==> src/rtl/tcam_pkg.sv <==
// rtl/tcam_pkg.sv - shared op/state encodings for the TCAM lookup controller
package tcam_pkg;

    typedef enum logic [2:0] {
        OP_NOP    = 3'd0,
        OP_WR     = 3'd1,
        OP_RD     = 3'd2,
        OP_FLUSH  = 3'd3,
        OP_LOOKUP = 3'd4
    } op_e;

    typedef enum logic [3:0] {
        S_IDLE,
        S_WRITE,
        S_READ,
        S_RD_WAIT,
        S_CMP,
        S_CMP_WAIT,
        S_CMP_RD,
        S_CRD_WAIT,
        S_FLUSH,
        S_ERR,
        S_RSP
    } state_e;

    function automatic logic op_legal(input logic [2:0] op);
        return op <= OP_LOOKUP;
    endfunction

    // Illegal ops get a CAM-idle holding state so their response timing matches a write.
    function automatic state_e first_state(input logic [2:0] op);
        case (op)
            OP_NOP:    return S_IDLE;
            OP_WR:     return S_WRITE;
            OP_RD:     return S_READ;
            OP_FLUSH:  return S_FLUSH;
            OP_LOOKUP: return S_CMP;
            default:   return S_ERR;
        endcase
    endfunction

endpackage

==> src/rtl/tcam_prio_enc.sv <==
// rtl/tcam_prio_enc.sv - hitline priority encoder, lowest set index wins
module tcam_prio_enc #(
    parameter int WORDS  = 16,
    parameter int ADDR_W = 4
) (
    input  logic [WORDS-1:0]  hitline_i,
    output logic              any_o,
    output logic [ADDR_W-1:0] idx_o
);

    always_comb begin
        any_o = |hitline_i;
        idx_o = '0;
        for (int i = WORDS - 1; i >= 0; i--) begin
            if (hitline_i[i]) idx_o = ADDR_W'(i);
        end
    end

endmodule

==> src/rtl/tcam_lookup_ctrl.sv <==
// rtl/tcam_lookup_ctrl.sv - command/response TCAM controller driving one CAM macro
module tcam_lookup_ctrl
    import tcam_pkg::*;
#(
    parameter int ID_W    = 4,
    parameter int ADDR_W  = 4,
    parameter int WORDS   = 16,
    parameter int BANKS   = 1,
    parameter int FLU_CYC = 1,
    parameter int CNT_W   = 16
) (
    input  logic                clk,
    input  logic                rst,
    input  logic                cmd_valid,
    output logic                cmd_ready,
    input  logic [2:0]          cmd_op,
    input  logic [ID_W-1:0]     cmd_id,
    input  logic [ADDR_W-1:0]   cmd_addr,
    input  logic [2*ID_W-1:0]   cmd_data,
    input  logic [2*ID_W-1:0]   cmd_mask,
    input  logic                cmd_vbit,
    output logic                rsp_valid,
    input  logic                rsp_ready,
    output logic [2:0]          rsp_op,
    output logic                rsp_err,
    output logic                rsp_hit,
    output logic [ADDR_W-1:0]   rsp_addr,
    output logic [2*ID_W-1:0]   rsp_data,
    output logic [ID_W-1:0]     rsp_dst,
    output logic [CNT_W-1:0]    hit_cnt,
    output logic [CNT_W-1:0]    miss_cnt,
    input  logic                stat_clr,
    output logic                cam_cs,
    output logic                cam_flush,
    output logic                cam_vbe,
    output logic                cam_dcs,
    output logic                cam_wr,
    output logic                cam_rd,
    output logic                cam_cmp,
    output logic                cam_vbi,
    output logic [2*ID_W-1:0]   cam_di,
    output logic [2*ID_W-1:0]   cam_mskb,
    output logic [ADDR_W-1:0]   cam_a,
    output logic [BANKS-1:0]    cam_cbe,
    input  logic [2*ID_W-1:0]   cam_do,
    input  logic                cam_vbo,
    input  logic                cam_hit,
    input  logic [WORDS-1:0]    cam_hitline
);

    localparam int BITS  = 2 * ID_W;
    localparam int FLU_W = (FLU_CYC > 1) ? $clog2(FLU_CYC) : 1;
    // Lookup compares only the PacketID half of each entry.
    localparam logic [BITS-1:0] LKP_MSKB = {{ID_W{1'b1}}, {ID_W{1'b0}}};

    state_e              state_q;
    logic [ID_W-1:0]     id_q;
    logic [ADDR_W-1:0]   addr_q, line_q;
    logic [BITS-1:0]     data_q, mask_q;
    logic                vbit_q;
    logic [FLU_W-1:0]    flu_q;
    logic                rsp_valid_q, rsp_err_q, rsp_hit_q;
    logic [2:0]          rsp_op_q;
    logic [ADDR_W-1:0]   rsp_addr_q;
    logic [BITS-1:0]     rsp_data_q;
    logic [ID_W-1:0]     rsp_dst_q;
    logic [CNT_W-1:0]    hit_cnt_q, miss_cnt_q;
    logic                enc_any;
    logic [ADDR_W-1:0]   enc_idx;
    logic                unused_cam_hit;

    // The summary hit flag is not trusted; the hitline alone decides.
    assign unused_cam_hit = cam_hit;

    tcam_prio_enc #(.WORDS(WORDS), .ADDR_W(ADDR_W)) u_prio_enc (
        .hitline_i (cam_hitline),
        .any_o     (enc_any),
        .idx_o     (enc_idx)
    );

    function automatic logic [CNT_W-1:0] sat_inc(input logic [CNT_W-1:0] v);
        return (&v) ? v : v + CNT_W'(1);
    endfunction

    always_ff @(posedge clk or posedge rst) begin
        if (rst) begin
            state_q     <= S_IDLE;
            id_q        <= '0;
            addr_q      <= '0;
            line_q      <= '0;
            data_q      <= '0;
            mask_q      <= '0;
            vbit_q      <= 1'b0;
            flu_q       <= '0;
            rsp_valid_q <= 1'b0;
            rsp_err_q   <= 1'b0;
            rsp_hit_q   <= 1'b0;
            rsp_op_q    <= '0;
            rsp_addr_q  <= '0;
            rsp_data_q  <= '0;
            rsp_dst_q   <= '0;
            hit_cnt_q   <= '0;
            miss_cnt_q  <= '0;
        end else begin
            case (state_q)
                S_IDLE: begin
                    if (cmd_valid && cmd_op != OP_NOP) begin
                        id_q       <= cmd_id;
                        addr_q     <= cmd_addr;
                        data_q     <= cmd_data;
                        mask_q     <= cmd_mask;
                        vbit_q     <= cmd_vbit;
                        flu_q      <= FLU_W'(FLU_CYC - 1);
                        rsp_op_q   <= cmd_op;
                        rsp_err_q  <= !op_legal(cmd_op);
                        rsp_hit_q  <= 1'b0;
                        rsp_addr_q <= (cmd_op == OP_WR || cmd_op == OP_RD) ? cmd_addr : '0;
                        rsp_data_q <= '0;
                        rsp_dst_q  <= '0;
                        state_q    <= first_state(cmd_op);
                    end
                end
                S_WRITE, S_ERR: begin
                    rsp_valid_q <= 1'b1;
                    state_q     <= S_RSP;
                end
                S_READ:  state_q <= S_RD_WAIT;
                S_RD_WAIT, S_CRD_WAIT: begin
                    if (state_q == S_RD_WAIT) rsp_hit_q <= cam_vbo;
                    else                      hit_cnt_q <= sat_inc(hit_cnt_q);
                    rsp_data_q  <= cam_do;
                    rsp_dst_q   <= cam_vbo ? cam_do[ID_W-1:0] : '0;
                    rsp_valid_q <= 1'b1;
                    state_q     <= S_RSP;
                end
                S_CMP:   state_q <= S_CMP_WAIT;
                S_CMP_WAIT: begin
                    line_q <= enc_idx;
                    if (enc_any) begin
                        rsp_hit_q  <= 1'b1;
                        rsp_addr_q <= enc_idx;
                        state_q    <= S_CMP_RD;
                    end else begin
                        miss_cnt_q  <= sat_inc(miss_cnt_q);
                        rsp_valid_q <= 1'b1;
                        state_q     <= S_RSP;
                    end
                end
                S_CMP_RD: state_q <= S_CRD_WAIT;
                S_FLUSH: begin
                    if (flu_q == '0) begin
                        rsp_valid_q <= 1'b1;
                        state_q     <= S_RSP;
                    end else begin
                        flu_q <= flu_q - FLU_W'(1);
                    end
                end
                S_RSP: begin
                    if (rsp_ready) begin
                        rsp_valid_q <= 1'b0;
                        state_q     <= S_IDLE;
                    end
                end
                default: state_q <= S_IDLE;
            endcase
            if (stat_clr) begin
                hit_cnt_q  <= '0;
                miss_cnt_q <= '0;
            end
        end
    end

    always_comb begin
        cam_cs    = 1'b0;
        cam_flush = 1'b0;
        cam_vbe   = 1'b0;
        cam_dcs   = 1'b0;
        cam_wr    = 1'b0;
        cam_rd    = 1'b0;
        cam_cmp   = 1'b0;
        cam_vbi   = 1'b0;
        cam_di    = '0;
        cam_mskb  = '0;
        cam_a     = '0;
        case (state_q)
            S_WRITE: begin
                cam_wr   = 1'b1;
                cam_vbe  = 1'b1;
                cam_dcs  = 1'b1;
                cam_vbi  = vbit_q;
                cam_di   = data_q;
                cam_mskb = mask_q;
                cam_a    = addr_q;
            end
            S_READ, S_CMP_RD: begin
                cam_rd  = 1'b1;
                cam_vbe = 1'b1;
                cam_dcs = 1'b1;
                cam_a   = (state_q == S_READ) ? addr_q : line_q;
            end
            S_CMP: begin
                cam_cmp  = 1'b1;
                cam_di   = {id_q, {ID_W{1'b0}}};
                cam_mskb = LKP_MSKB;
            end
            S_FLUSH: cam_flush = 1'b1;
            default: ;
        endcase
        cam_cs = !(state_q == S_IDLE || state_q == S_RSP || state_q == S_ERR);
    end

    assign cam_cbe   = cam_cs ? '1 : '0;
    assign cmd_ready = (state_q == S_IDLE);
    assign rsp_valid = rsp_valid_q;
    assign rsp_op    = rsp_op_q;
    assign rsp_err   = rsp_err_q;
    assign rsp_hit   = rsp_hit_q;
    assign rsp_addr  = rsp_addr_q;
    assign rsp_data  = rsp_data_q;
    assign rsp_dst   = rsp_dst_q;
    assign hit_cnt   = hit_cnt_q;
    assign miss_cnt  = miss_cnt_q;

endmodule

==> config.mk <==
export PLATFORM = sky130hd
export DESIGN_NAME = tcam_lookup_ctrl
export DESIGN_NICKNAME = d
export VERILOG_FILES = /design/src/rtl/tcam_pkg.sv /design/src/rtl/tcam_prio_enc.sv /design/src/rtl/tcam_lookup_ctrl.sv
export SDC_FILE = /design/constraint.sdc
export NUM_CORES = 1
export LEC_CHECK = 0
export ABC_AREA = 1
export CAP_MARGIN = 20
export CORE_MARGIN = 4
export CORE_UTILIZATION = 48
export CTS_BUF_LIST = sky130_fd_sc_hd__clkbuf_8
export CTS_CLUSTER_DIAMETER = 200
export DETAILED_ROUTE_END_ITERATION = 12
export PLACE_DENSITY = 0.83
export SLEW_MARGIN = 5
export SYNTH_ARGS = -nofsm -noshare
export SYNTH_HDL_FRONTEND = slang
export SYNTH_SLANG_ARGS = --single-unit
==> constraint.sdc <==
create_clock -name clk -period 4.6 [get_ports clk]
set_input_delay 1.38 -clock clk [delete_from_list [all_inputs] [get_ports clk]]
set_output_delay 1.38 -clock clk [all_outputs]
set_load 0.02 [all_outputs]
**Word level (Yosys, flattened, before mapping)**

Index checks and enable logic that the tools add are counted.

- Register bits after elaboration: 88
- Input bits: 59
- Logic and storage cells: 137
- Output and inout bits: 84

- Reductions and logical operators: 32
- Equal/unequal tests: 24
- $lt $le $gt $ge: 1
- Mux-type cells: 60
- Add/sub/neg operators: 3

Operators by type and width:

| kind | count |
|---|---|
| $mux 16 | 8 |
| $mux 4 | 26 |
| $pmux 8 s2 | 3 |
| $add 16x1->16 const B | 2 |
| $pmux 4 s8 | 1 |
| $reduce_and 16->1 | 2 |
| $pmux 4 s2 | 3 |
| $pmux 4 s5 | 1 |
| $ne 2x2->1 const B | 9 |
| $eq 4x3->1 const B | 4 |
| $reduce_or 16->1 | 1 |
| $mux 1 | 14 |
| $eq 4x4->1 const B | 3 |
| $reduce_and 3->1 | 4 |
| $reduce_bool 2->1 | 5 |
| $eq 4x2->1 const B | 2 |
| $mux 8 | 1 |
| $reduce_and 4->1 | 2 |
| $eq 3x2->1 const B | 2 |
| $reduce_and 2->1 | 3 |
| $reduce_bool 3->1 | 2 |
| $eq 4x1->1 const B | 1 |
| $logic_not 4->1 | 1 |
| $pmux 1 s4 | 1 |
| other kinds (15) | 19 |

**Depth between registers and ports, before layout**

- Depth in word-level cells: 18
- Gate-level depth with buffers: 17
- Mapped depth without buffers: 17

**Cells and area by module**

A second synthesis with hierarchy kept.

- Cell total of the unflattened synthesis: 688
- Area total of the unflattened synthesis: 4969.8 sq um

Modules (own cells, without submodules):

| module | seq. area each (sq um) | times used | area each (sq um) | cells each |
|---|---|---|---|---|
| tcam_lookup_ctrl | 2177.1 | 1 | 4760.8 | 639 |
| tcam_prio_enc | 0.0 | 1 | 209.0 | 49 |

**Worst setup path after synthesis**

OpenSTA, ideal clock, no wires.

- Path kind: flip-flop to output port
- Start: register state_q[0]
- End: output cam_vbe
- Buffers on the path: 2
- Stages on the path, launching flop included: 9
- Setup slack: 1362 ps
- Required time: 3220 ps
- Arrival time: 1858 ps
- Cell sequence: dfrtp_1 > inv_2 > nor2_1 > inv_1 > nor2_1 > inv_1 > clkbuf_1 > nand2_1 > buf_4

- Cells in the longest elaborated chain, start to end: 3
- Elaborated cells between the ends (all ways): 5
- Those cells by class: eq/ne (3); mux (1); reduce/logical (1)

RTL lines:

| element | line | text |
|---|---|---|
| from (decl) | tcam_lookup_ctrl.sv:56 | `state_e state_q;` |
| from (signal assigned) | tcam_lookup_ctrl.sv:120 | `state_q <= first_state(cmd_op);` |
| $eq 4x2->1 (tied with other cells) | n/a |  |
| $reduce_or 3->1 (no source line) * | n/a |  |
| $mux 1 * | n/a |  |
| to (decl) | tcam_lookup_ctrl.sv:35 | `output logic cam_vbe,` |

Mark *: on every way between the ends. The rest lies on a longest branch, timed or not.

**Final worst setup path**

- Start: register state_q[0]
- End: output cam_di[4]

- Cells in the longest elaborated chain, start to end: 2
- Elaborated cells between the ends (all ways): 3
- Those cells by class: eq/ne (2); mux (1)

RTL lines:

| element | line | text |
|---|---|---|
| $eq 4x3->1 / $eq 4x1->1 (equally long branches) | tcam_lookup_ctrl.sv:185 | `case (state_q)` |
| $pmux 8 s2 * | tcam_lookup_ctrl.sv:185 |  |
| to (decl) | tcam_lookup_ctrl.sv:41 | `output logic [2*ID_W-1:0] cam_di,` |

Marks and branches as above.

==> run metrics <==
class of the most critical hold timing path flop to flop; clock share of power between 10% and 20%; length of the first detailed-routing pass in iterations 5; Setup Total Neg Slack 0 ps; post-detailed-route wirelength per cell 14.6 um; number of synthesis warnings 0; number of global-route vias before repair between 4k and 5k; kind of critical path flop to output pin; final worst path period share 89.0%; mean number of vias per cell about 5.2; number of nets with antenna violations after detailed routing 0; number of distinct library cells after synthesis 41; peak clock frequency supported by timing ~0.24 GHz; endpoints failing hold 0; number of gates resized after CTS 0; hold path startpoint mask_q[6]; count of buffer and inverter cells on the critical path 4; number of nets produced by synthesis 673; internal power consumption between 1500 and 2000 uW; buffer type at the clock tree root clkbuf_8; setup repair after global routing missed its margin no; area of combinational cells with multiple inputs between 2000 and 2500 um^2; number of cells in the finished layout apart from fillers around 900; all-layer global routing usage between 20 and 25%; WHS Path Cells 2; Clock Skews 9.62 ps; final slew viol count 0; switching share of power between 30 and 40%; detailed-route wire length between 10000 and 15000 um; clock transition at the registers of the reported paths approximately 90 ps; Die Ht about 110 um; post-detailed-placement half-perimeter wirelength slightly below 10000 um; worst path arrival time about 2700 ps; die area ~11000 um^2; Core Rows 35; number of buffers created by CTS 9; post-CTS setup buffer count 0; sink count of the clock tree 87; Bufs on Longest Clock Path 2; cell type of the slowest stage on the worst timing path clkdlybuf4s50_1; number of DRC markers in iteration 0 241; Storage cell area about 2200 um^2; residual DRC count 0; mean instance size in the synthesized netlist ~7.7 um^2; cts hold-fix bufs 0; endpoint of the worst hold path mask_q[6]; Die X-Extent approximately 110 um; # IOs roughly 140; maximum number of pins on one net before global-route repair 48; Layout Area Growth over Synthesis 37.3%; Top Family by Delay on Critical Path buffers and inverters; cell breakdown of the critical path inv_2, nor2_1, inv_1, nor2_1, inv_1, o22ai_1, clkdlybuf4s50_1; # placed instances between 800 and 900; # diodes 0; highest-count cells in the layout ignoring fill and taps nand2_1 (142), clkdlybuf4s50_1 (141), inv_1 (95); clock insertion delay at the later pin of the skew report 350 ps; Vias ~4.6k; delay of the slowest cell on the worst path between 600 and 700 ps; count of fill cells added during filler insertion just under 800; routability cong. around 0.94; WP data required about 3200 ps; power density cells ~460 nW/um^2; gate count of the mapped netlist roughly 600; max_cap viols 0; area inside the core boundary 9370 um^2; GRT overflow 0; Syn Std Cell Area approximately 4700 um^2; Starting Density between 40% and 50%; tightest slew margin relative to the limit between 50% and 60%; total power between 2000 and 3000 uW; number of port buffers approximately 140; Worst R2R Setup Slack between 2000 and 2500 ps; total number of nets in the final design 813; worst reg2reg endpoint rsp_data[1]; total leakage power 0.00283 uW; outcome finished, final reports clean; type of element capturing the critical path output pin; maximum fanout count along the critical path 15; most frequent standard cell in the layout excluding fill and tap cells nand2_1; fraction of layout cells with a size suffix above 1 slightly below 6%; transition time at the pin with the least slew margin about 710 ps; Final setup violation count 0; TritonCTS clock tree built; portion of total power attributed to combinational logic 44.2%; H-tree levels 3; startpoint types flop; wire length of the first global-routing pass 21500 um; Peak supply drop approximately 0.00026 V; antenna violations before repair 0; Net Switching between 1000 and 1500 uW; sequential fraction of the synthesis area 46.5%; Critical R2R Launch state_q[2]; post-layout minimum cycle time around 4100 ps; Worst Reg2Reg Path Length in Cells 9; register share of total power ~37%; flops & latches, synth 87
## layer usage
layer	track usage (%)	share of wire, %
met2	39.3	49
met3	5.24	7.4
met1	30.0	42
met5	0	0
met4	5.48	1.4
## registers in the layout, indices dropped and copies added, names as in the netlist
name	cells
addr_q	4
rsp_hit	1
state_q	4
data_q	8
rsp_data	8
rsp_valid	1
id_q	4
vbit_q	1
rsp_addr	4
mask_q	8
line_q	4
rsp_op	3
rsp_err	1
miss_cnt	16
hit_cnt	16
rsp_dst	4
## power groups by stage
| stage | Clock, uW | Sequential (uW) | Combinational (uW) |
|---|---|---|---|
| floorplan | 0 | 1190 | 659 |
| global placement | 0 | 1090 | 1250 |
| detailed placement | 0 | 1100 | 1300 |
| CTS | 554 | 1090 | 1300 |
| global route | 590 | 1110 | 1430 |
| finish | 546 | 1090 | 1300 |
## cells by family after synthesis
| kind of cell | synth area share (%) |
|---|---|
| muxes | 0.240 |
| AOI/OAI and AO/OA | 14.4 |
| DFF | 46.5 |
| xor gates and xnor gates | 1.68 |
| buffers and inverters | 9.46 |
| adders and majority gates | 0.534 |
| and+or+nand+nor | 27.2 |
## cell usage after synthesis
library cell,instances,share of area (%)
dfrtp_1,87,46
o22ai_1,6,0.80
nor3_1,17,1.8
xor2_1,6,1.1
a21oi_1,23,2.5
nor4_1,3,0.40
a31oi_4,1,0.45
nand3_2,1,0.21
a41oi_1,1,0.19
clkbuf_1,8,0.64
nor3_2,1,0.21
or2_4,1,0.19
a2bb2oi_1,1,0.19
inv_2,2,0.16
o211ai_1,2,0.32
o32a_1,1,0.21
clkinv_2,1,0.11
nor2_1,58,4.6
buf_4,2,0.32
a31oi_1,3,0.40
o311ai_2,1,0.35
o21a_1,3,0.48
nand2_4,2,0.48
nor3_4,1,0.35
ha_1,2,0.53
mux2_2,1,0.24
inv_1,96,7.7
nor2_4,5,1.2
and3_1,1,0.13
nor2_2,3,0.40
o31ai_1,13,2.1
buf_2,5,0.53
o21ai_0,57,6.1
or2_2,1,0.13
a22o_1,1,0.19
xnor2_1,3,0.56
nand2_1,142,11
o2111ai_1,1,0.19
nand4_1,11,1.5
nand3_1,35,3.7
nand2_2,3,0.40
## how the worst max path moves through the flow
| stage | start | endpoint | slack (ps) | cells after the start |
|---|---|---|---|---|
| 5_1_grt | state_q[0] | cam_mskb[5] | 280 | 7 |
| 6_report | state_q[0] | cam_di[4] | 510 | 7 |
| 3_3_place_gp | state_q[0] | cam_di[4] | 980 | 7 |
| 4_1_cts | state_q[0] | cam_di[4] | 520 | 7 |
| 2_1_floorplan | rst | addr_q[0] | 970 | 1 |
| 3_5_place_dp | cmd_op[0] | rsp_dst[3] | 890 | 9 |
## through the flow
| stage | util, % | hold WS, ps | area, um^2 | setup WS (ps) |
|---|---|---|---|---|
| floorplan | - | 442 | 4680 | 970 |
| global placement | 66.4 | 456 | 6220 | 980 |
| detailed placement | 66.4 | 463 | 6220 | 892 |
| CTS | 68.6 | 484 | 6430 | 523 |
| global route | 68.6 | 509 | 6430 | 275 |
| finish | 68.6 | 478 | 6430 | 508 |
## layout make-up
type	instances	area share, %
inverter	99	5.82
timing repair buffer	144	22.5
clock inverter	6	1.05
tap	129	2.51
clock buffer	10	2.14
sequential	87	33.9
multi-input combinational	411	32.1
## worst min-delay path, delay by kind of cell, from the launching register on
family / cells / cell delay, ps
flip-flops: 1 / 350
AND/OR/NAND/NOR: 2 / 110
Power figures use the tool's default switching activity.
